### src/rtl/tdt_dtm_dmi_ctrl.sv
// JTAG DTM register block: IR, IDCODE/BYPASS/DTMCS/DMI/DMI_ACC data registers
// and the DMI request FSM that hands bus transfers to the APB master.
module tdt_dtm_dmi_ctrl #(
  parameter int unsigned DTM_IRREG_WIDTH = 5,
  parameter int unsigned DTM_ABITS       = 16,
  parameter int unsigned CHAIN_DW        = DTM_ABITS + 34,
  parameter logic [31:0] IDCODE_VAL      = 32'h1000_0B6F,
  parameter logic [2:0]  IDLE_HINT       = 3'd1,
  parameter int unsigned TIMEOUT_CYCLES  = 1024
) (
  input  logic                       tclk,
  input  logic                       trst_b,
  input  logic                       ctrl_idr_capture_dr,
  input  logic                       ctrl_idr_update_dr,
  input  logic                       ctrl_idr_update_ir,
  input  logic [CHAIN_DW-1:0]        chain_idr_data,
  output logic [CHAIN_DW-1:0]        idr_chain_dr,
  output logic [DTM_IRREG_WIDTH-1:0] idr_chain_ir,
  output logic                       idr_bypass,
  output logic                       idr_dmi_mode,
  output logic                       dmihardreset,
  output logic                       dtm_apbm_wr_vld,
  output logic [DTM_ABITS-1:0]       dtm_apbm_wr_addr,
  output logic [1:0]                 dtm_apbm_wr_flg,
  output logic [31:0]                dtm_apbm_wdata,
  input  logic                       apbm_dtm_wr_ready,
  input  logic [31:0]                apbm_dtm_rdata,
  input  logic                       apbm_dtm_slverr
);

  localparam int unsigned CNT_W = (TIMEOUT_CYCLES > 0) ? $clog2(TIMEOUT_CYCLES + 1) : 1;
  localparam logic [CNT_W-1:0] CNT_LAST =
    CNT_W'((TIMEOUT_CYCLES > 0) ? (TIMEOUT_CYCLES - 1) : 0);
  localparam logic [5:0] ABITS6 = 6'(DTM_ABITS);

  localparam logic [DTM_IRREG_WIDTH-1:0] IR_IDCODE = DTM_IRREG_WIDTH'(5'h01);
  localparam logic [DTM_IRREG_WIDTH-1:0] IR_DMIACC = DTM_IRREG_WIDTH'(5'h02);
  localparam logic [DTM_IRREG_WIDTH-1:0] IR_DTMCS  = DTM_IRREG_WIDTH'(5'h10);
  localparam logic [DTM_IRREG_WIDTH-1:0] IR_DMI    = DTM_IRREG_WIDTH'(5'h11);

  typedef enum logic [1:0] {
    S_IDLE,
    S_REQ,
    S_WAIT,
    S_DRAIN
  } state_t;

  state_t                       r_state;
  state_t                       w_state_nxt;
  logic [CNT_W-1:0]             r_cnt;
  logic [CNT_W-1:0]             w_cnt_nxt;
  logic [DTM_IRREG_WIDTH-1:0]   r_ir;
  logic                         r_mode;
  logic                         r_hardreset;
  logic                         r_dmireset;
  logic [DTM_ABITS-1:0]         r_addr;
  logic [31:0]                  r_data;
  logic [1:0]                   r_op;
  logic [1:0]                   r_status;

  logic                         w_sel_idcode;
  logic                         w_sel_dmiacc;
  logic                         w_sel_dtmcs;
  logic                         w_sel_dmi;
  logic                         w_running;
  logic [1:0]                   w_op_in;
  logic                         w_op_valid;
  logic                         w_req_accept;
  logic                         w_cnt_hit;
  logic                         w_complete;
  logic                         w_timeout;
  logic                         w_busy;
  logic                         w_fail;
  logic                         w_rd_load;
  logic [CHAIN_DW-1:0]          w_dr;

  assign w_sel_idcode = (r_ir == IR_IDCODE);
  assign w_sel_dmiacc = (r_ir == IR_DMIACC);
  assign w_sel_dtmcs  = (r_ir == IR_DTMCS);
  assign w_sel_dmi    = (r_ir == IR_DMI);
  assign w_running    = (r_state != S_IDLE);
  assign w_op_in      = chain_idr_data[1:0];
  assign w_op_valid   = (w_op_in == 2'd1) || (w_op_in == 2'd2);

  assign w_req_accept = (r_state == S_IDLE) && ctrl_idr_update_dr && w_sel_dmi &&
                        w_op_valid && (r_status == 2'd0) && !r_mode && !r_hardreset;
  assign w_cnt_hit    = (TIMEOUT_CYCLES != 0) && (r_cnt == CNT_LAST);

  assign w_busy    = w_running && w_sel_dmi &&
                     (ctrl_idr_capture_dr || (ctrl_idr_update_dr && w_op_valid));
  assign w_fail    = w_timeout || (w_complete && apbm_dtm_slverr);
  assign w_rd_load = w_complete && !apbm_dtm_slverr && (r_op == 2'd1);

  always_ff @(posedge tclk or negedge trst_b) begin
    if (!trst_b) begin
      r_state <= S_IDLE;
      r_cnt   <= '0;
    end else begin
      r_state <= w_state_nxt;
      r_cnt   <= w_cnt_nxt;
    end
  end

  // A hard reset never abandons an issued transfer: REQ/WAIT fall into DRAIN
  // unless the response lands in the same cycle, which already retires it.
  always_comb begin
    w_state_nxt = r_state;
    w_cnt_nxt   = '0;
    w_complete  = 1'b0;
    w_timeout   = 1'b0;
    case (r_state)
      S_IDLE: begin
        if (w_req_accept) w_state_nxt = S_REQ;
      end
      S_REQ, S_WAIT: begin
        if (apbm_dtm_wr_ready) begin
          w_state_nxt = S_IDLE;
          w_complete  = 1'b1;
        end else if (r_state == S_REQ) begin
          w_state_nxt = S_WAIT;
        end else if (w_cnt_hit) begin
          w_state_nxt = S_DRAIN;
          w_timeout   = 1'b1;
        end else begin
          w_cnt_nxt = r_cnt + CNT_W'(1);
        end
      end
      S_DRAIN: begin
        if (apbm_dtm_wr_ready) w_state_nxt = S_IDLE;
      end
      default: w_state_nxt = S_IDLE;
    endcase
    if (r_hardreset) begin
      w_complete = 1'b0;
      w_timeout  = 1'b0;
      w_cnt_nxt  = '0;
      if ((r_state == S_REQ) || (r_state == S_WAIT))
        w_state_nxt = apbm_dtm_wr_ready ? S_IDLE : S_DRAIN;
    end
  end

  always_ff @(posedge tclk or negedge trst_b) begin
    if (!trst_b) begin
      r_hardreset <= 1'b0;
      r_dmireset  <= 1'b0;
    end else begin
      r_hardreset <= ctrl_idr_update_dr && w_sel_dtmcs && chain_idr_data[17];
      r_dmireset  <= ctrl_idr_update_dr && w_sel_dtmcs && chain_idr_data[16];
    end
  end

  always_ff @(posedge tclk or negedge trst_b) begin
    if (!trst_b) begin
      r_ir   <= IR_IDCODE;
      r_mode <= 1'b0;
    end else if (r_hardreset) begin
      r_ir   <= IR_IDCODE;
      r_mode <= 1'b0;
    end else begin
      if (ctrl_idr_update_ir) r_ir <= chain_idr_data[DTM_IRREG_WIDTH-1:0];
      if (ctrl_idr_update_dr && w_sel_dmiacc) r_mode <= chain_idr_data[0];
    end
  end

  always_ff @(posedge tclk or negedge trst_b) begin
    if (!trst_b) begin
      r_addr <= '0;
      r_data <= '0;
      r_op   <= '0;
    end else if (r_hardreset) begin
      r_addr <= '0;
      r_data <= '0;
      r_op   <= '0;
    end else if (w_req_accept) begin
      r_addr <= chain_idr_data[33+DTM_ABITS:34];
      r_data <= chain_idr_data[33:2];
      r_op   <= w_op_in;
    end else if (w_rd_load) begin
      r_data <= apbm_dtm_rdata;
    end
  end

  // Sticky: once non-zero it holds until an explicit clear; busy beats failed.
  always_ff @(posedge tclk or negedge trst_b) begin
    if (!trst_b) begin
      r_status <= '0;
    end else if (r_hardreset || r_dmireset) begin
      r_status <= '0;
    end else if (r_status == 2'd0) begin
      if (w_busy)      r_status <= 2'd3;
      else if (w_fail) r_status <= 2'd2;
    end
  end

  always_comb begin
    w_dr = '0;
    if (w_sel_idcode)
      w_dr = CHAIN_DW'(IDCODE_VAL);
    else if (w_sel_dmiacc)
      w_dr = CHAIN_DW'(r_mode);
    else if (w_sel_dtmcs)
      w_dr = CHAIN_DW'({IDLE_HINT, r_status, ABITS6, 4'h1});
    else if (w_sel_dmi)
      w_dr = CHAIN_DW'({r_addr, r_data, (w_running ? 2'b11 : r_status)});
  end

  assign idr_chain_dr     = w_dr;
  assign idr_chain_ir     = r_ir;
  assign idr_bypass       = !(w_sel_idcode || w_sel_dmiacc || w_sel_dtmcs || w_sel_dmi);
  assign idr_dmi_mode     = r_mode;
  assign dmihardreset     = r_hardreset;
  assign dtm_apbm_wr_vld  = (r_state == S_REQ);
  assign dtm_apbm_wr_addr = r_addr;
  assign dtm_apbm_wr_flg  = r_op;
  assign dtm_apbm_wdata   = r_data;

endmodule

### config.mk
export PLATFORM = sky130hd
export DESIGN_NAME = tdt_dtm_dmi_ctrl
export DESIGN_NICKNAME = d
export VERILOG_FILES = /design/src/rtl/tdt_dtm_dmi_ctrl.sv
export SDC_FILE = /design/constraint.sdc
export NUM_CORES = 1
export LEC_CHECK = 0
export ABC_AREA = 1
export CAP_MARGIN = 20
export CORE_UTILIZATION = 42
export DETAILED_ROUTE_END_ITERATION = 7
export GPL_TIMING_DRIVEN = 0
export PLACE_DENSITY = 0.88
export SYNTH_ARGS = -nofsm -noshare
export SYNTH_HDL_FRONTEND = slang
export SYNTH_SLANG_ARGS = --single-unit
export TNS_END_PERCENT = 1
### constraint.sdc
create_clock -name tclk -period 2.3 [get_ports tclk]
set_clock_uncertainty 0.15 [all_clocks]
set_input_delay 0.46 -clock tclk [delete_from_list [all_inputs] [get_ports tclk]]
set_output_delay 0.46 -clock tclk [all_outputs]
set_load 0.005 [all_outputs]
Word level (Yosys, flattened, before mapping)

Cells that the tools add are included.

Register bits: 73
Latch bits: 0
Bits in writable memories: 0
Memory bits (read-only): 0
Bits of input ports: 89
Output and inout bits: 109
Word-level logic and storage cells: 103
Memories kept: 0

Add/sub/neg operators: 1
Multipliers: 0
Div/mod/pow operators: 0
$lt $le $gt $ge: 0
Equal/unequal tests: 11
Shift-type cells: 0
Mux-type cells: 42
Bitwise operators: 0
Reductions and logical operators: 39

Operator list:

| cell                    | count |
|---|---|
| $mux W50                | 4 |
| $mux W32                | 3 |
| $mux W11                | 5 |
| $mux W16                | 2 |
| $mux W2                 | 15 |
| $logic_and A1 B1 Y1     | 16 |
| $add A11 B1 Y11 const B | 1 |
| $eq A11 B10 Y1 const B  | 1 |
| $eq A5 B5 Y1 const B    | 2 |
| $mux W1                 | 10 |
| $mux W5                 | 2 |
| $reduce_bool A2 Y1      | 5 |
| $logic_or A1 B1 Y1      | 8 |
| $eq A2 B1 Y1 const B    | 3 |
| $eq A2 B2 Y1 const B    | 3 |
| $pmux W2 S3             | 1 |
| $reduce_bool A3 Y1      | 2 |
| $eq A5 B1 Y1 const B    | 1 |
| $eq A5 B2 Y1 const B    | 1 |
| $logic_not A1 Y1        | 4 |
| $logic_not A2 Y1        | 2 |
| $reduce_and A2 Y1       | 1 |
| $reduce_or A2 Y1        | 1 |

Logic depth before layout (Yosys ltp)

Gate-level depths: netlist of the first run.

Depth after elaboration: 11
Mapped depth: 11
Depth with buffers taken out: 10

Worst setup path after synthesis of the first run

No wires, ideal clock.

Kind: register -> output
Start: register r_ir[0], in the netlist idr_chain_ir[0]
End: output port idr_chain_dr[12]
Arrival time: 1.208 ns
Required time: 1.690 ns
Slack: 0.482 ns
Cell stages (with the launch flop): 6
Path buffers: 1
Cell sequence: dfstp_2 inv_2 nor2_4 nand3_4 clkbuf_1 o21ai_0

Word-level cells in the longest chain between the ends: 5
Elaborated cells between the ends (all ways): 8
Classes of those cells: eq/ne (4); mux (4)

RTL lines:

| element                | line | RTL |
|---|---|---|
| start, declared        | 52   | `logic [DTM_IRREG_WIDTH-1:0] r_ir;` |
| start signal, assigned | 160  | `if (ctrl_idr_update_ir) r_ir <= chain_idr_data[DTM_IRREG_WIDTH-1:0];` |
| $eq A5 B5 Y1           | 80   | `assign w_sel_dmi = (r_ir == IR_DMI);` |
| $mux W50               | 203  | `else if (w_sel_dmi)` |
| $mux W50               | 201  | `else if (w_sel_dtmcs)` |
| $mux W50               | 199  | `else if (w_sel_dmiacc)` |
| $mux W50 *             | 197  | `if (w_sel_idcode)` |
| end, declared          | 17   | `output logic [CHAIN_DW-1:0] idr_chain_dr,` |

Every way passes the cells marked *; elsewhere a longest branch is shown, timed or not.

Worst setup path after layout of the first run

Start: register r_ir[0], in the netlist idr_chain_ir[0]
End: output port idr_chain_dr[33]

Same word-level chain as after synthesis.

==> run_results.csv, run 1 <==
group,metric,value,unit
run_status,status,"complete, but fails checks",
run_status,failed_checks,"setup timing",
timing,finalHoldViolations,0,
synthesis,synth_fa_ha_area_frac,0.0150,
synthesis,ys_types,35,
hold_path,min_path_type,"in -> async",
timing,hold_ws,0.327,ns
final_layout,layout-drive-gt1-share,0.176,
clock_network,htree_levels,3,
drt,first_iter_violations,212,
floorplanning,dieArea,10300,um^2
power,p_sw_frac,0.344,
placement,dp_hpwl,10700,um
power,p_int,0.00329,W
synthesis,syn_inst,579,
drt,dr_total_vias,4612,
power,cellPowerDensity,753,nW/um^2
final_layout,n_fill_cell,789,
drt,vias_per_cell,4.89,
global_route,grt_overflow,0,
setup_path,worstSetupPathType,"reg -> out",
clock_network,cts-root-buf,"clkbuf_8",
setup_path,required,1.69,ns
power,seqPwrFrac,0.374,
clock_network,cts_made_buffers,9,
timing,rsz0062_at_grt,"yes",
final_layout,final_util,0.688,
final_layout,multi_input_area,1860,um^2
clock_network,tritoncts,"done",
power,power_leakage,3.47,nW
timing,tns,-4.77,ns
drt,drt_pass1_iterations,5,
floorplanning,fp.dieW,102,um
floorplanning,rows,36,
synthesis,yosys_warnings,0,
synthesis,synth_xor_area_frac,0.00840,
clock_network,path_clk_slew,0.08,ns
power,switchingPower,0.00173,W
synthesis,ys_seq_area_frac,0.438,
placement,dp.cells,910,
synthesis,synth_top_family_by_area,"simple AND/OR/NAND/NOR gates",
timing,max_clock_freq,392,MHz
synthesis,yosys_most_used_dff,"dfrtp_1",
setup_path,cp_max_fo,6,
global_route,met2_usage,0.486,
placement,gp_congestion,0.952,
power,max-vdd-ir-drop,461,uV
drt,wl_per_cell,15.4,um
global_route,grt_pass1_wl,21600,um
global_route,grt_pass1_vias,4481,
timing,period_share,1.11,
synthesis,synth-simple-area-share,0.285,
final_layout,fin_cells,944,
floorplanning,core-area,9680,um^2
global_route,met3_usage,0.0621,
global_route,antenna_found_initial,0,
synthesis,syn-num-nets,673,
power,combPwrFrac,0.418,
power,fin_total_pwr,0.00502,W
drt,drt-total-wl,14500,um
synthesis,avgSynthCellArea,7.21,um^2
synthesis,synth_edf_count,0,
timing,min_period,2.55,ns
timing,relSlewSlack,0.692,
final_layout,regArea,1830,um^2
final_layout,area_delta_synth_final,59.8,%
global_route,top_usage_layer,"met2",
global_route,grt_max_degree,72,
timing,finalSetupViolCount,39,
clock_network,worstSkewPairLatency,0.34,ns
synthesis,synth.mux.area_fraction,0,
clock_network,ctsLongestPathBuffers,2,
synthesis,synth_compound_area_frac,0.117,
setup_path,critical_path_arrival,1.94,ns
drt,route.detailed.drc,0,
timing,tightest_slew,0.462,ns
synthesis,async_flop_share,1.00,
global_route,gr-usage-met1,0.321,
global_route,groute.usage.overall,0.271,
setup_path,end_kind,"output port",
clock_network,cts.sinks,73,
floorplanning,initial_core_util,0.431,
timing,layout_setup_ws,-0.251,ns
synthesis,synth_seq_cells,73,
placement,io_buffers,197,
final_layout,antenna_cells,0,
setup_path,start_kind,"register",
drt,ant_nets,0,
floorplanning,pin_count,198,
floorplanning,die_h,102,um
final_layout,finalNetCount,900,
timing,drv_slew,0,
synthesis,synth_area,4170,um^2
power,pwr-share-clk,0.208,
job,drv_cap,0,
cell type report:
cell class                      count  share of cell area
Timing Repair Buffer              216               0.294
Multi-Input combinational cell    367               0.279
Sequential cell                    73               0.274
Inverter                          116              0.0672
Buffer                             23              0.0295
Tap cell                          133              0.0250
Clock buffer                       10              0.0206
Clock inverter                      6             0.00995
metal layers:
metal | part of all wire | vias to the layer above
met5 | 0 | -
met4 | 0.018 | 0
met3 | 0.074 | 25
met2 | 0.51 | 184
met1 | 0.40 | 2177
li1 | - | 2226
worst max-delay path: stages, from the launching register on:
cell	delay (ns)
dfstp_2	0.58
inv_4	0.06
nor2_4	0.17
nand3_4	0.14
buf_4	0.18
clkbuf_16	0.14
buf_4	0.13
nor2_1	0.09
clkbuf_2	0.12
synthesized netlist by cell type, types with 3 or more instances:
library cell  count  area, um^2
buf_6             3        33.8
nand2_1         184         691
o22ai_1           3        18.8
a21oi_1          13        65.1
nor3_1            5        25.0
nor3b_1           4        30.0
xnor2_1           3        26.3
clkbuf_1         10        37.5
nor2_4            4        45.0
nand4_1           3        18.8
inv_1           111         417
o211ai_1         32         240
nand3_1          13        65.1
ha_1              5        62.6
dfrtp_1          72        1800
nor2_1           59         221
buf_4             4        30.0
inv_2             3        11.3
o21ai_0          23         115
buf_2             5        25.0
final timing paths:
kind / start / endpoint / slack, ns / depth (start not counted)
setup / recovery: idr_chain_ir[0] / idr_chain_dr[33] / -0.25 / 8
hold / removal: trst_b / dtm_apbm_wdata[21] / 0.33 / 2
setup reg to reg: r_state[0] / dtm_apbm_wdata[27] / 0.16 / 10
hold reg to reg: r_cnt[0] / r_cnt[0] / 0.33 / 1
max in group asynchronous: trst_b / idr_chain_ir[0] / 1.10 / 3
min in group tclk: r_cnt[0] / r_cnt[0] / 0.33 / 1
through the flow:
stage	setup WS (ns)	area [um^2]
3_5_place_dp	-0.305	6340
2_1_floorplan	0.482	4170
6_report	-0.251	6670
3_3_place_gp	-1.95	6310
4_1_cts	-0.419	6600
5_1_grt	-0.331	6670
sequential cells by signal, summed over array words and instances, names as in the netlist:
register	count
dmihardreset	1
dtm_apbm_wdata	32
dtm_apbm_wr_addr	16
dtm_apbm_wr_flg	2
idr_chain_ir	5
idr_dmi_mode	1
r_cnt	11
r_dmireset	1
r_state	2
r_status	2
cell usage in the layout, fill, tap and decap left out, types with 5 or more instances in the layout:
master | synthesis | routed
o211ai_1 | 32 | 32
buf_2 | 5 | 32
buf_6 | 3 | 5
nand3_1 | 13 | 13
clkdlybuf4s50_1 | 0 | 145
a21oi_1 | 13 | 12
ha_1 | 5 | 5
clkbuf_8 | 0 | 10
inv_1 | 111 | 109
dfrtp_1 | 72 | 72
clkbuf_2 | 1 | 19
nand2_1 | 184 | 182
dlymetal6s2s_1 | 0 | 8
o21ai_0 | 23 | 21
nor2_1 | 59 | 42
buf_4 | 4 | 19
nor2_2 | 1 | 18
power by group through the flow:
stage | clock (W) | combinational, W | sequential (W)
after floorplan | 0 | 0.000820 | 0.00190
after global placement | 0 | 0.00195 | 0.00188
after detailed placement | 0 | 0.00202 | 0.00190
after CTS | 0.00107 | 0.00206 | 0.00187
after global routing | 0.00113 | 0.00232 | 0.00191
final | 0.00104 | 0.00210 | 0.00188
timing repair:
action | 4_1_cts | 5_1_grt
cloned | 0 | 1
pin swaps | 3 | 3
endpoints found under the setup margin | 51 | 81
gates resized for setup | 88 | 106
hold endpoints to repair | 2 | 0
buffers inserted | 4 | 12
hold buffers | 1 | 0
cells by family after synthesis:
| logic type | count (synthesis) |
|---|---|
| AND/OR/NAND/NOR | 281 |
| flip-flops | 73 |
| adder cells (fa/ha/maj) | 5 |
| XOR/XNOR | 4 |
| AO/OA/AOI/OAI | 77 |
| buffers and inverters | 139 |
Note: power is estimated with default switching activity, not from simulation.
==> inputs of run 2 (changes only) <==
--- a/config.mk
+++ b/config.mk
@@ -10,7 +10,8 @@
 export CORE_UTILIZATION = 42
 export DETAILED_ROUTE_END_ITERATION = 7
 export GPL_TIMING_DRIVEN = 0
-export PLACE_DENSITY = 0.88
+export PLACE_DENSITY = 0.8
+export RECOVER_POWER = 100
 export SYNTH_ARGS = -nofsm -noshare
 export SYNTH_HDL_FRONTEND = slang
 export SYNTH_SLANG_ARGS = --single-unit
==> run 2 against run 1 <==
The run still ends with setup timing left. Via count up 3.0%. Sequential cell count unchanged. Setup slack worse by 0.0011 ns. Non-clock buffer count up 11. Clock power up 31%. Clock-buffer cell count unchanged. Wire length up 4.8%. Die area unchanged. Critical path type unchanged. Largest cell class unchanged. Largest power group unchanged. Highest routed layer unchanged.
==> run_results.csv, run 2 (synthesized netlist as in run 1, its figures left out) <==
group,metric,value,unit
clock_network,cts_made_buffers,9,
power,fin_total_pwr,0.00525,W
setup_path,critical_path_arrival,1.94,ns
hold_path,whs_path_depth,1,
global_route,top_usage_layer,"met2",
timing,max_clock_freq,392,MHz
floorplanning,fp.dieW,102,um
hold_path,holdCritStartpoint,"r_cnt[0]",
setup_path,required,1.69,ns
timing,drv_slew,0,
hold_path,min_path_type,"reg -> reg",
final_layout,layout-drive-gt1-share,0.200,
power,cellPowerDensity,760,nW/um^2
global_route,grt_max_degree,68,
clock_network,htree_levels,3,
placement,dp_hpwl,10500,um
drt,route.detailed.drc,0,
global_route,met3_usage,0.0538,
floorplanning,initial_core_util,0.431,
timing,layout_setup_ws,-0.252,ns
final_layout,largest_register_ffs,32,
placement,gp_congestion,0.929,
final_layout,final_common_cell,"nand2_1",
final_layout,finalNetCount,912,
power,max-vdd-ir-drop,597,uV
setup_path,slowest_delay,0.55,ns
run_status,failed_checks,"setup timing",
timing,rsz0062_at_grt,"yes",
clock_network,cts.sinks,73,
timing,tns,-4.73,ns
drt,ant_nets,0,
final_layout,antenna_cells,0,
drt,first_iter_violations,237,
drt,drt-total-wl,15200,um
setup_path,r2r_start,"dmihardreset",
global_route,grt_pass1_wl,22800,um
clock_network,worstSkewPairLatency,0.36,ns
global_route,grt_overflow,0,
floorplanning,die_h,102,um
floorplanning,core-area,9680,um^2
global_route,grt_pass1_vias,4483,
setup_path,cpMaxStageDelayCell,"dfstp_2",
final_layout,fin_cells,955,
floorplanning,dieArea,10300,um^2
global_route,antenna_found_initial,0,
timing,relSlewSlack,0.368,
final_layout,area_delta_synth_final,65.5,%
setup_path,reg2regPathDepth,7,
clock_network,ctsLongestPathBuffers,2,
global_route,met2_usage,0.509,
setup_path,r2r_setup_slack,-0.06,ns
setup_path,worstSetupPathType,"reg -> out",
global_route,groute.usage.overall,0.293,
final_layout,n_fill_cell,770,
floorplanning,rows,36,
setup_path,r2r_end,"dtm_apbm_wdata[22]",
clock_network,tritoncts,"done",
setup_path,start_kind,"register",
drt,vias_per_cell,4.98,
drt,wl_per_cell,16.0,um
power,power_leakage,3.55,nW
placement,dp.cells,910,
hold_path,hold_end,"r_cnt[0]",
setup_path,cp_max_fo,4,
setup_path,worstPathCellList,"inv_2 -> nor2_4 -> nand3_4 -> buf_12 -> inv_8 -> buf_6 -> buf_4 -> a21oi_2 -> o211ai_1 -> buf_2",
setup_path,crit_family,"buffers and inverters",
setup_path,cp_num_buf_inv,6,
placement,io_buffers,197,
global_route,gr-usage-met1,0.355,
final_layout,final_cell_mix,"nand2_1, inv_1, clkdlybuf4s50_1",
drt,dr_total_vias,4752,
placement,dp_slack,-0.323,ns
run_status,status,"complete, but fails checks",
clock_network,cts-root-buf,"clkbuf_8",
floorplanning,pin_count,198,
timing,finalHoldViolations,0,
setup_path,end_kind,"output port",
timing,period_share,1.11,
timing,tightest_slew,0.949,ns
timing,min_period,2.55,ns
timing,finalSetupViolCount,51,
clock_network,path_clk_slew,0.08,ns
drt,drt_pass1_iterations,5,
job,drv_cap,0,
[run 2: cell types whose count changed in the layout (fill, tap and decap cells not counted), moves of 3 or more]
| cell | previous run | this run |
|---|---|---|
| nor2_1 | 42 | 39 |
| clkdlybuf4s50_1 | 145 | 92 |
| clkdlybuf4s15_2 | 0 | 3 |
| clkbuf_8 | 10 | 13 |
| clkbuf_2 | 19 | 4 |
| buf_8 | 3 | 6 |
| dlymetal6s2s_1 | 8 | 0 |
| dlygate4sd3_1 | 1 | 54 |
| buf_6 | 5 | 12 |
| buf_2 | 32 | 44 |
| nor2_4 | 4 | 8 |
| bufinv_16 | 1 | 4 |
[run 2: metal layers]
layer  wire (um)  vias to the layer above  part of all wire
li1            -                     2252                 -
met1        5950                     2281              0.39
met2        7960                      195              0.52
met3        1050                       24             0.069
met4         277                        0             0.018
met5           0                        -                 0
[run 2: worst max-delay path by stage]
stage / cells past startpoint / to / slack, ns / from
after detailed placement: 6 / idr_chain_dr[10] / -0.32 / idr_chain_ir[0]
after global placement: 1 / dtm_apbm_wdata[18] / -1.98 / trst_b
after floorplan: 5 / idr_chain_dr[12] / 0.48 / idr_chain_ir[0]
after global routing: 10 / idr_chain_dr[11] / -0.32 / idr_chain_ir[0]
after CTS: 8 / idr_chain_dr[8] / -0.36 / idr_chain_ir[0]
final: 10 / idr_chain_dr[0] / -0.25 / idr_chain_ir[0]
[run 2: timing repair]
action,4_1_cts,5_1_grt
hold buffers,1,0
gates cloned,4,0
endpoints found under the hold margin,6,0
pin swaps,8,5
setup endpoints to repair,51,99
buffers inserted,18,7
gates resized for setup,248,42
[run 2: power breakdown]
part	switching (W)	total, W	leakage (nW)	internal (W)
sequential	0.000207	0.00186	0.948	0.00165
combinational	0.00102	0.00203	2.47	0.00101
clock	0.000510	0.00136	0.129	0.000854
total	0.00174	0.00525	3.55	0.00351
[run 2: stage by stage]
stage	area, um^2	hold slack (ns)	util
finish	6910	0.321	0.713
global route	6910	0.350	0.713
CTS	6800	0.293	0.702
detailed placement	6340	0.143	0.654
global placement	6310	0.298	0.652
floorplan	4170	0.0144	-
[run 2: worst register-to-register path: cells and delay by family (launching register included)]
family	cells	cell delay [ns]
and+or+nand+nor	2	0.17
DFF	1	0.49
buffers and inverters	4	1.29
AOI/OAI and AO/OA	1	0.21
[run 2: final cells by class]
type,count,area [um^2],share of cell area
Multi-Input combinational cell,368,1930,0.279
Sequential cell,73,1830,0.265
Buffer,23,228,0.0330
Clock inverter,5,128,0.0185
Clock buffer,10,138,0.0199
Tap cell,133,166,0.0241
Inverter,116,455,0.0659
Timing Repair Buffer,227,2040,0.295
==> inputs of run 3 (changes only) <==
--- a/config.mk
+++ b/config.mk
@@ -12,6 +12,7 @@
 export GPL_TIMING_DRIVEN = 0
 export PLACE_DENSITY = 0.8
 export RECOVER_POWER = 100
+export SLEW_MARGIN = 20
 export SYNTH_ARGS = -nofsm -noshare
 export SYNTH_HDL_FRONTEND = slang
 export SYNTH_SLANG_ARGS = --single-unit
==> run 3 against run 2 <==
The flow still finishes with violations (setup timing). Design area decreased by 1.1%. Largest power group unchanged. First-iteration DRC count fell by 0.84%. Setup slack got worse by 0.014 ns. Global-route usage increased by 0.12 points.
==> run_results.csv, run 3 (synthesized netlist as in run 1, its figures left out) <==
group,metric,value,unit
drt,vias_per_cell,4.99,
setup_path,r2r_end,"dtm_apbm_wdata[17]",
setup_path,critPathLaunch,"idr_chain_ir[0]",
clock_network,cts.sinks,73,
timing,relSlewSlack,0.425,
clock_network,worstSkewPairLatency,0.37,ns
global_route,grt_pass1_vias,4568,
timing,min_period,2.57,ns
floorplanning,core-area,9680,um^2
global_route,groute.usage.overall,0.295,
floorplanning,dieArea,10300,um^2
timing,layout_setup_ws,-0.266,ns
timing,finalHoldViolations,0,
timing,period_share,1.12,
job,drv_cap,0,
drt,dr_total_vias,4776,
setup_path,required,1.69,ns
final_layout,largest_register_ffs,32,
floorplanning,die_h,102,um
setup_path,worstPathCellList,"inv_4 -> nor2_4 -> nand3_4 -> clkbuf_16 -> buf_8 -> buf_6 -> o211ai_1 -> buf_2",
setup_path,end_kind,"output port",
setup_path,cp_max_fo,3,
timing,tightest_slew,0.862,ns
global_route,grt_overflow,0,
setup_path,critical_path_arrival,1.96,ns
final_layout,area_delta_synth_final,63.8,%
clock_network,ctsLongestPathBuffers,2,
final_layout,antenna_cells,0,
floorplanning,initial_core_util,0.431,
global_route,grt_max_degree,42,
final_layout,layout-drive-gt1-share,0.205,
final_layout,n_fill_cell,773,
run_status,status,"complete, but fails checks",
drt,drt-total-wl,15100,um
timing,max_clock_freq,390,MHz
drt,ant_nets,0,
timing,drv_slew,0,
setup_path,cpMaxStageDelayCell,"dfstp_2",
floorplanning,pin_count,198,
global_route,antenna_found_initial,0,
placement,gp_congestion,0.929,
clock_network,cts-root-buf,"clkbuf_8",
placement,dp_hpwl,10500,um
clock_network,htree_levels,3,
final_layout,finalNetCount,914,
power,max-vdd-ir-drop,531,uV
final_layout,final_common_cell,"nand2_1",
final_layout,final_util,0.706,
drt,first_iter_violations,235,
timing,rsz0062_at_grt,"yes",
drt,route.detailed.drc,0,
timing,finalSetupViolCount,74,
timing,hold_ws,0.314,ns
run_status,failed_checks,"setup timing",
setup_path,slowest_delay,0.56,ns
clock_network,path_clk_slew,0.08,ns
floorplanning,rows,36,
clock_network,tritoncts,"done",
setup_path,worstSetupPathType,"reg -> out",
setup_path,reg2regPathDepth,14,
setup_path,r2r_start,"idr_chain_ir[0]",
hold_path,min_path_type,"reg -> reg",
power,power_leakage,3.55,nW
global_route,grt_pass1_wl,22800,um
power,cellPowerDensity,743,nW/um^2
drt,drt_pass1_iterations,5,
drt,wl_per_cell,15.8,um
hold_path,holdCritStartpoint,"r_cnt[0]",
setup_path,r2r_setup_slack,-0.05,ns
final_layout,final_cell_mix,"nand2_1, inv_1, clkdlybuf4s50_1",
clock_network,cts_made_buffers,9,
setup_path,start_kind,"register",
placement,io_buffers,197,
setup_path,critPathCapture,"idr_chain_dr[8]",
floorplanning,fp.dieW,102,um
## run 3: cell count changes in the layout (fill, tap and decap cells not counted), moves of 3 or more
cell             before  now
clkdlybuf4s15_2       3    0
nor2_1               39   34
buf_6                12    9
nor2_2               17   20
buf_2                44   48
## run 3: worst min-delay path by stage
| stage | to | slack, ns | cells after the start |
|---|---|---|---|
| after floorplan | dmihardreset | 0.01 | 0 |
| after detailed placement | r_cnt[4] | 0.29 | 1 |
| final | r_cnt[0] | 0.31 | 1 |
| after global placement | r_cnt[0] | 0.30 | 1 |
| after global routing | r_cnt[0] | 0.35 | 1 |
| after CTS | r_cnt[0] | 0.32 | 1 |
## run 3: final cells by class
cell class	count	area [um^2]	share of cell area
plain buffers	23	205	0.0300
clock buffers	11	151	0.0221
clock inverters	5	77.6	0.0113
inverters	116	455	0.0666
multi-input cells	368	1920	0.280
flip-flops and latches	73	1830	0.267
well taps	133	166	0.0243
repair buffers	229	2030	0.298
## run 3: stage by stage
step           TNS, ns  cells  power (W)  setup WS [ns]  cell area [um^2]
2_1_floorplan        0    579    0.00272          0.482              4170
6_report         -4.76    958    0.00508         -0.266              6840
5_1_grt         -13.97    958    0.00541         -0.330              6840
3_3_place_gp   -149.70    909    0.00382          -1.98              6310
3_5_place_dp     -9.52    910    0.00389         -0.344              6330
4_1_cts          -6.94    955    0.00514         -0.321              6770
## run 3: routing by layer
metal	track usage	wire length, um	vias up
met4	0.166	468	0
li1	-	-	2265
met1	0.353	6070	2269
met5	0	0	-
met3	0.0490	1040	33
met2	0.503	7550	209
## run 3: where the power goes
group / total (W) / switching [W] / internal (W)
Sequential: 0.00186 / 0.000214 / 0.00165
Combinational: 0.00204 / 0.00103 / 0.00101
Clock: 0.00118 / 0.000511 / 0.000666
Total: 0.00508 / 0.00175 / 0.00332
## run 3: worst max-delay path: cells and delay by family (launching register included)
family,cells,cell delay (ns)
buf+inv,5,0.59
compound gates,1,0.18
flops,1,0.56
simple gates,2,0.25
## run 3: timing repair
| item | in CTS | in global routing |
|---|---|---|
| pin swaps | 4 | 4 |
| gates resized for setup | 235 | 50 |
| buffers inserted | 24 | 3 |
| cloned | 4 | 0 |
| endpoints found under the hold margin | 31 | 0 |
| endpoints found under the setup margin | 51 | 101 |
| hold buffers | 1 | 0 |
==> RTL change 1, RTL diff (config.mk and constraints of run 2) <==
Re-encode `state_t` (4 states) as one-hot, 4 bits wide.
--- a/src/rtl/tdt_dtm_dmi_ctrl.sv
+++ b/src/rtl/tdt_dtm_dmi_ctrl.sv
@@ -38,11 +38,11 @@
   localparam logic [DTM_IRREG_WIDTH-1:0] IR_DTMCS  = DTM_IRREG_WIDTH'(5'h10);
   localparam logic [DTM_IRREG_WIDTH-1:0] IR_DMI    = DTM_IRREG_WIDTH'(5'h11);
 
-  typedef enum logic [1:0] {
-    S_IDLE,
-    S_REQ,
-    S_WAIT,
-    S_DRAIN
+  typedef enum logic [3:0] {
+    S_IDLE  = 4'b0001,
+    S_REQ   = 4'b0010,
+    S_WAIT  = 4'b0100,
+    S_DRAIN = 4'b1000
   } state_t;
 
   state_t                       r_state;
Formal check against the unedited RTL: same outputs for any inputs over 4 cycles, from zero or initial values and one cycle with trst_b low; so few cycles prove little.
==> RTL change 1 against run 2 <==
  * The run still ends with setup timing left
  * Highest routed layer unchanged
  * Sequential cell count increased by 2
  * Area after synthesis decreased by 1.6%
  * Non-clock buffer count increased by 9
  * Synthesized cell count decreased by 0.35%
  * Register-to-register slack improved by 90 ps
  * Maximum frequency increased by 0.70%
  * Design area increased by 1.8%
  * Largest power group is now sequential cells
  * Total power decreased by 13%
  * Routed wire length decreased by 2.5%
  * Worst setup slack improved by 18 ps
==> RTL change 1: results (changes against run 2) <==
[run_status]
violations = setup timing
status = finished, violations left

[setup_path]
cp.arrival_ps = 1920  ; -20 ps
slowest_delay_ps = 510  ; -40 ps
slowest_stage = clkdlybuf4s50_1
rrSetupSlack_ps = 30  ; +90 ps
path_max_fanout = 7  ; +3

[place]
post_dp_cell_area_um2 = 6260  ; -1.1%
dpl.cell_count = 904  ; -0.66%
hpwl_um = 10100  ; -3.8%
gp_congestion = 0.921  ; -0.85%

[logic_synthesis]
syn_inst = 577  ; -0.35%
synth.top_cells.by_count = nand2_1 (146), inv_1 (109), dfrtp_1 (73)
netlist_top_cells_area = dfrtp_1 (44%), nand2_1 (13%), inv_1 (10%)
yosysUniqueCellTypes = 37  ; +5.7%
synth_fp_nets = 667  ; -0.89%

[drt]
post_drt_wl_per_cell_um = 15.5  ; -2.9%
first_iter_violations = 217  ; -8.4%

[sta]
setup_ws_ps = -234  ; +17.7 ps
setup_viol = 46  ; -9.8%
totalNegativeSetupSlack_ps = -6370  ; -1630 ps

[pwr]
p_sw_mw = 1.45  ; -16%
leakage_nw = 3.57  ; +0.76%
ir_worst_vdd_mv = 0.460  ; -23%

[final_layout]
fillCellCount = 714  ; -7.3%
nets = 915  ; +0.33%

[grt]
track_usage_pct = 29.4  ; +0.093 points

RTL change 1: cell type report:
class / instances / area, µm² / share of cell area (%)
repair buffers: 236 / 2200 / 31.3
multi-input cells: 367 / 1900 / 26.9
flip-flops and latches: 75 / 1880 / 26.7
inverters: 113 / 437 / 6.21
plain buffers: 23 / 240 / 3.41
well taps: 129 / 161 / 2.29
clock buffers: 9 / 124 / 1.76
clock inverters: 7 / 92.6 / 1.32
RTL change 1: worst register-to-register path, delay by kind of cell (launching register included):
| family | cells | cell delay (ps) |
|---|---|---|
| AO/OA/AOI/OAI | 1 | 80 |
| buffers and inverters | 7 | 680 |
| flip-flops | 1 | 640 |
| AND/OR/NAND/NOR | 5 | 610 |
RTL change 1: layer usage:
metal	vias up	share of wire [%]	global-route usage [%]
met3	41	8.1	6.52
met1	2243	38	35.1
met5	-	0	0
met4	0	3.2	13.0
met2	247	50	50.9
li1	2269	-	-
RTL change 1: logic make-up after synthesis:
family,after synthesis,share of synthesized area (%)
AO/OA/AOI/OAI,77,9.90
XOR/XNOR,6,1.28
adder cells (fa/ha/maj),1,0.305
buffers and inverters,136,13.2
flip-flops,75,45.8
AND/OR/NAND/NOR,282,29.6
RTL change 1: worst paths after layout:
path                            startpoint                  end  cells after the start
max                        idr_chain_ir[3]      idr_chain_dr[9]                      5
min                             r_dmireset          r_status[1]                      2
max reg2reg                idr_chain_ir[0]   dtm_apbm_wdata[17]                     13
min reg2reg                     r_dmireset          r_status[1]                      2
max in group asynchronous           trst_b      idr_chain_ir[1]                      3
min in group asynchronous           trst_b  dtm_apbm_wr_addr[6]                      2
RTL change 1: power groups by stage:
| stage | sequential (mW) | clock [mW] | combinational [mW] |
|---|---|---|---|
| 3_3_place_gp | 1.78 | 0 | 1.47 |
| 3_5_place_dp | 1.78 | 0 | 1.51 |
| 5_1_grt | 1.81 | 1.20 | 1.84 |
| 4_1_cts | 1.77 | 1.13 | 1.62 |
| 2_1_floorplan | 1.80 | 0 | 0.565 |
| 6_report | 1.78 | 1.13 | 1.68 |
RTL change 1: stage by stage:
stage	hold WS, ps	util [%]	setup slack (ps)
after floorplan	14.4	-	292
after detailed placement	248	66.8	-524
after global placement	296	66.6	-1960
after global routing	354	75.1	-290
final	333	75.1	-234
after CTS	335	73.5	-141
RTL change 1: what timing repair did:
action	CTS	global route
hold buffers	1	0
endpoints found under the setup margin	52	96
endpoints found under the hold margin	24	0
buffers inserted	32	1
pin swaps	6	9
cloned	5	0
gates resized for setup	216	58
==> RTL change 2, RTL diff (config.mk and constraints of run 2) <==
Made on the original files. Change the parameter `TIMEOUT_CYCLES` from 1024 to 256.
--- a/src/rtl/tdt_dtm_dmi_ctrl.sv
+++ b/src/rtl/tdt_dtm_dmi_ctrl.sv
@@ -6,7 +6,7 @@
   parameter int unsigned CHAIN_DW        = DTM_ABITS + 34,
   parameter logic [31:0] IDCODE_VAL      = 32'h1000_0B6F,
   parameter logic [2:0]  IDLE_HINT       = 3'd1,
-  parameter int unsigned TIMEOUT_CYCLES  = 1024
+  parameter int unsigned TIMEOUT_CYCLES  = 256
 ) (
   input  logic                       tclk,
   input  logic                       trst_b,
Behaviour: no difference found for any inputs over 4 cycles, from zero or initial values and one cycle with trst_b low; that may be too few to reach the edited logic, so the function may still have changed.
==> RTL change 2 against run 2 <==
  * The run still ends with setup timing left
  * Total power shrank 1.3%
  * Area after synthesis is 5.4% lower
  * Design area shrank 2.1%
  * Worst setup slack worse by 97 ps
  * Routed wire length fell by 4.2%
  * Sequential cell count down 2
  * Critical path type unchanged
  * Non-clock buffer count increased by 5
==> RTL change 2: results (changes against run 2) <==
[run_status]
status = finished, violations left
violations = setup timing

[setup_path]
rrSetupSlack_ps = -100  ; -40 ps
cp.arrival_ps = 2040  ; +100 ps
worst_r2r_path_depth = 14  ; +7
r2r-end = dtm_apbm_wdata[26]
rr_startpoint = idr_chain_ir[0]
slowest_delay_ps = 560
path_max_fanout = 8  ; +4

[sta]
setup_viol = 63  ; +24%
holdWs_ps = 326  ; +5.54 ps
setup_ws_ps = -349  ; -97.3 ps
totalNegativeSetupSlack_ps = -11240  ; -6500 ps
slew_headroom_pct = 44.0  ; +7.3 points

[place]
post_dp_cell_area_um2 = 6080  ; -4.0%
place_ws_ps = -279  ; +44.1 ps
gp_congestion = 0.903  ; -2.9%
dpl.cell_count = 865  ; -4.9%
hpwl_um = 10200  ; -2.6%

[grt]
grtUsageMet1_pct = 33.7  ; -1.8 points
grt_max_degree = 58  ; -15%
use_met3_pct = 5.25  ; -0.13 points
track_usage_pct = 28.2  ; -1.1 points
groute.layer.met2.usage_pct = 48.9  ; -2.0 points
grt_first_pass_wirelength_um = 21400  ; -6.3%
first_global_vias = 4316  ; -3.7%

[drt]
first_iter_violations = 284  ; +20%
wl_met3_um = 961  ; -8.4%
wl_um = 14600  ; -4.2%
dr.pass1.iters = 6  ; +1
wl_met2_um = 7300  ; -8.3%
num_vias = 4575  ; -3.7%
drt-vias-per-instance = 4.98  ; about the same
drt-met1-wl_um = 5840  ; -2.0%

[logic_synthesis]
synth_fp_nets = 650  ; -3.4%
synth.top_cells.by_count = nand2_1 (152), inv_1 (105), nor2_1 (86)
ys_async_sr_fraction_pct = 100  ; unchanged
syn_inst = 556  ; -4.0%
ys_seq_area_share_pct = 45.1  ; +1.2 points
netlist_top_cells_area = dfrtp_1 (44%), nand2_1 (14%), inv_1 (10%)
yosysUniqueCellTypes = 37  ; +5.7%

[cts]
cts_resized = 43  ; -83%
cts_root_buffer = clkbuf_8
cts-htree-levels = 3  ; unchanged
post_cts_buffers = 3  ; -15

[pwr]
p_comb_share_pct = 41.6  ; +3.0 points
p_total_mw = 5.18  ; -1.3%
leakage_nw = 3.62  ; +2.2%
ir_worst_vdd_mv = 0.483  ; -19%
p_clk_mw = 1.17  ; -14%
p_sw_mw = 1.78  ; +2.5%

[hold_path]
hold_end = r_cnt[0]
min-delay-start = r_cnt[0]

[final_layout]
nets = 897  ; -1.6%
drive_gt1_share_pct = 18.6  ; -1.4 points
n_antenna_cell = 0  ; unchanged

==> RTL change 2: changes by cell type in the layout (fill, tap and decap cells not counted), moves of 5 or more <==
cell / run 2 / this run
clkdlybuf4s50_1: 92 / 145
dlygate4sd3_1: 54 / 1
o21ai_1: 1 / 41
nand2_1: 182 / 151
o211ai_1: 32 / 1
nor2_1: 39 / 65
buf_2: 44 / 25
dlymetal6s2s_1: 0 / 13
clkbuf_2: 4 / 15
o21ai_0: 22 / 13
buf_6: 12 / 18
inv_1: 110 / 105
==> RTL change 2: cell type report <==
cell class / instances / area [µm²]
plain buffers: 19 / 183
clock buffers: 10 / 138
clock inverters: 6 / 92.6
fillers: 698 / 2390
inverters: 109 / 422
multi-input cells: 357 / 1770
flip-flops and latches: 71 / 1780
well taps: 111 / 139
repair buffers: 236 / 2240
==> RTL change 2: logic make-up (layout without fill, tap and decap cells) <==
family / count (synthesis) / count (layout) / share of synthesized area, %
AO/OA/AOI/OAI: 78 / 78 / 10.6
buffers and inverters: 129 / 380 / 13.8
flip-flops: 71 / 71 / 45.1
adder cells (fa/ha/maj): 5 / 5 / 1.59
AND/OR/NAND/NOR: 270 / 271 / 28.3
XOR/XNOR: 3 / 3 / 0.666
==> RTL change 2: how the worst max path moves through the flow <==
stage,endpoint,cells past startpoint,slack [ps],start
global placement,dtm_apbm_wr_addr[12],1,-1870,trst_b
CTS,idr_chain_dr[0],7,-500,idr_chain_ir[0]
detailed placement,idr_chain_dr[8],6,-280,idr_chain_ir[0]
finish,idr_chain_dr[46],8,-350,idr_chain_ir[0]
global route,idr_chain_dr[33],8,-390,idr_chain_ir[0]
floorplan,idr_chain_dr[8],5,480,idr_chain_ir[0]
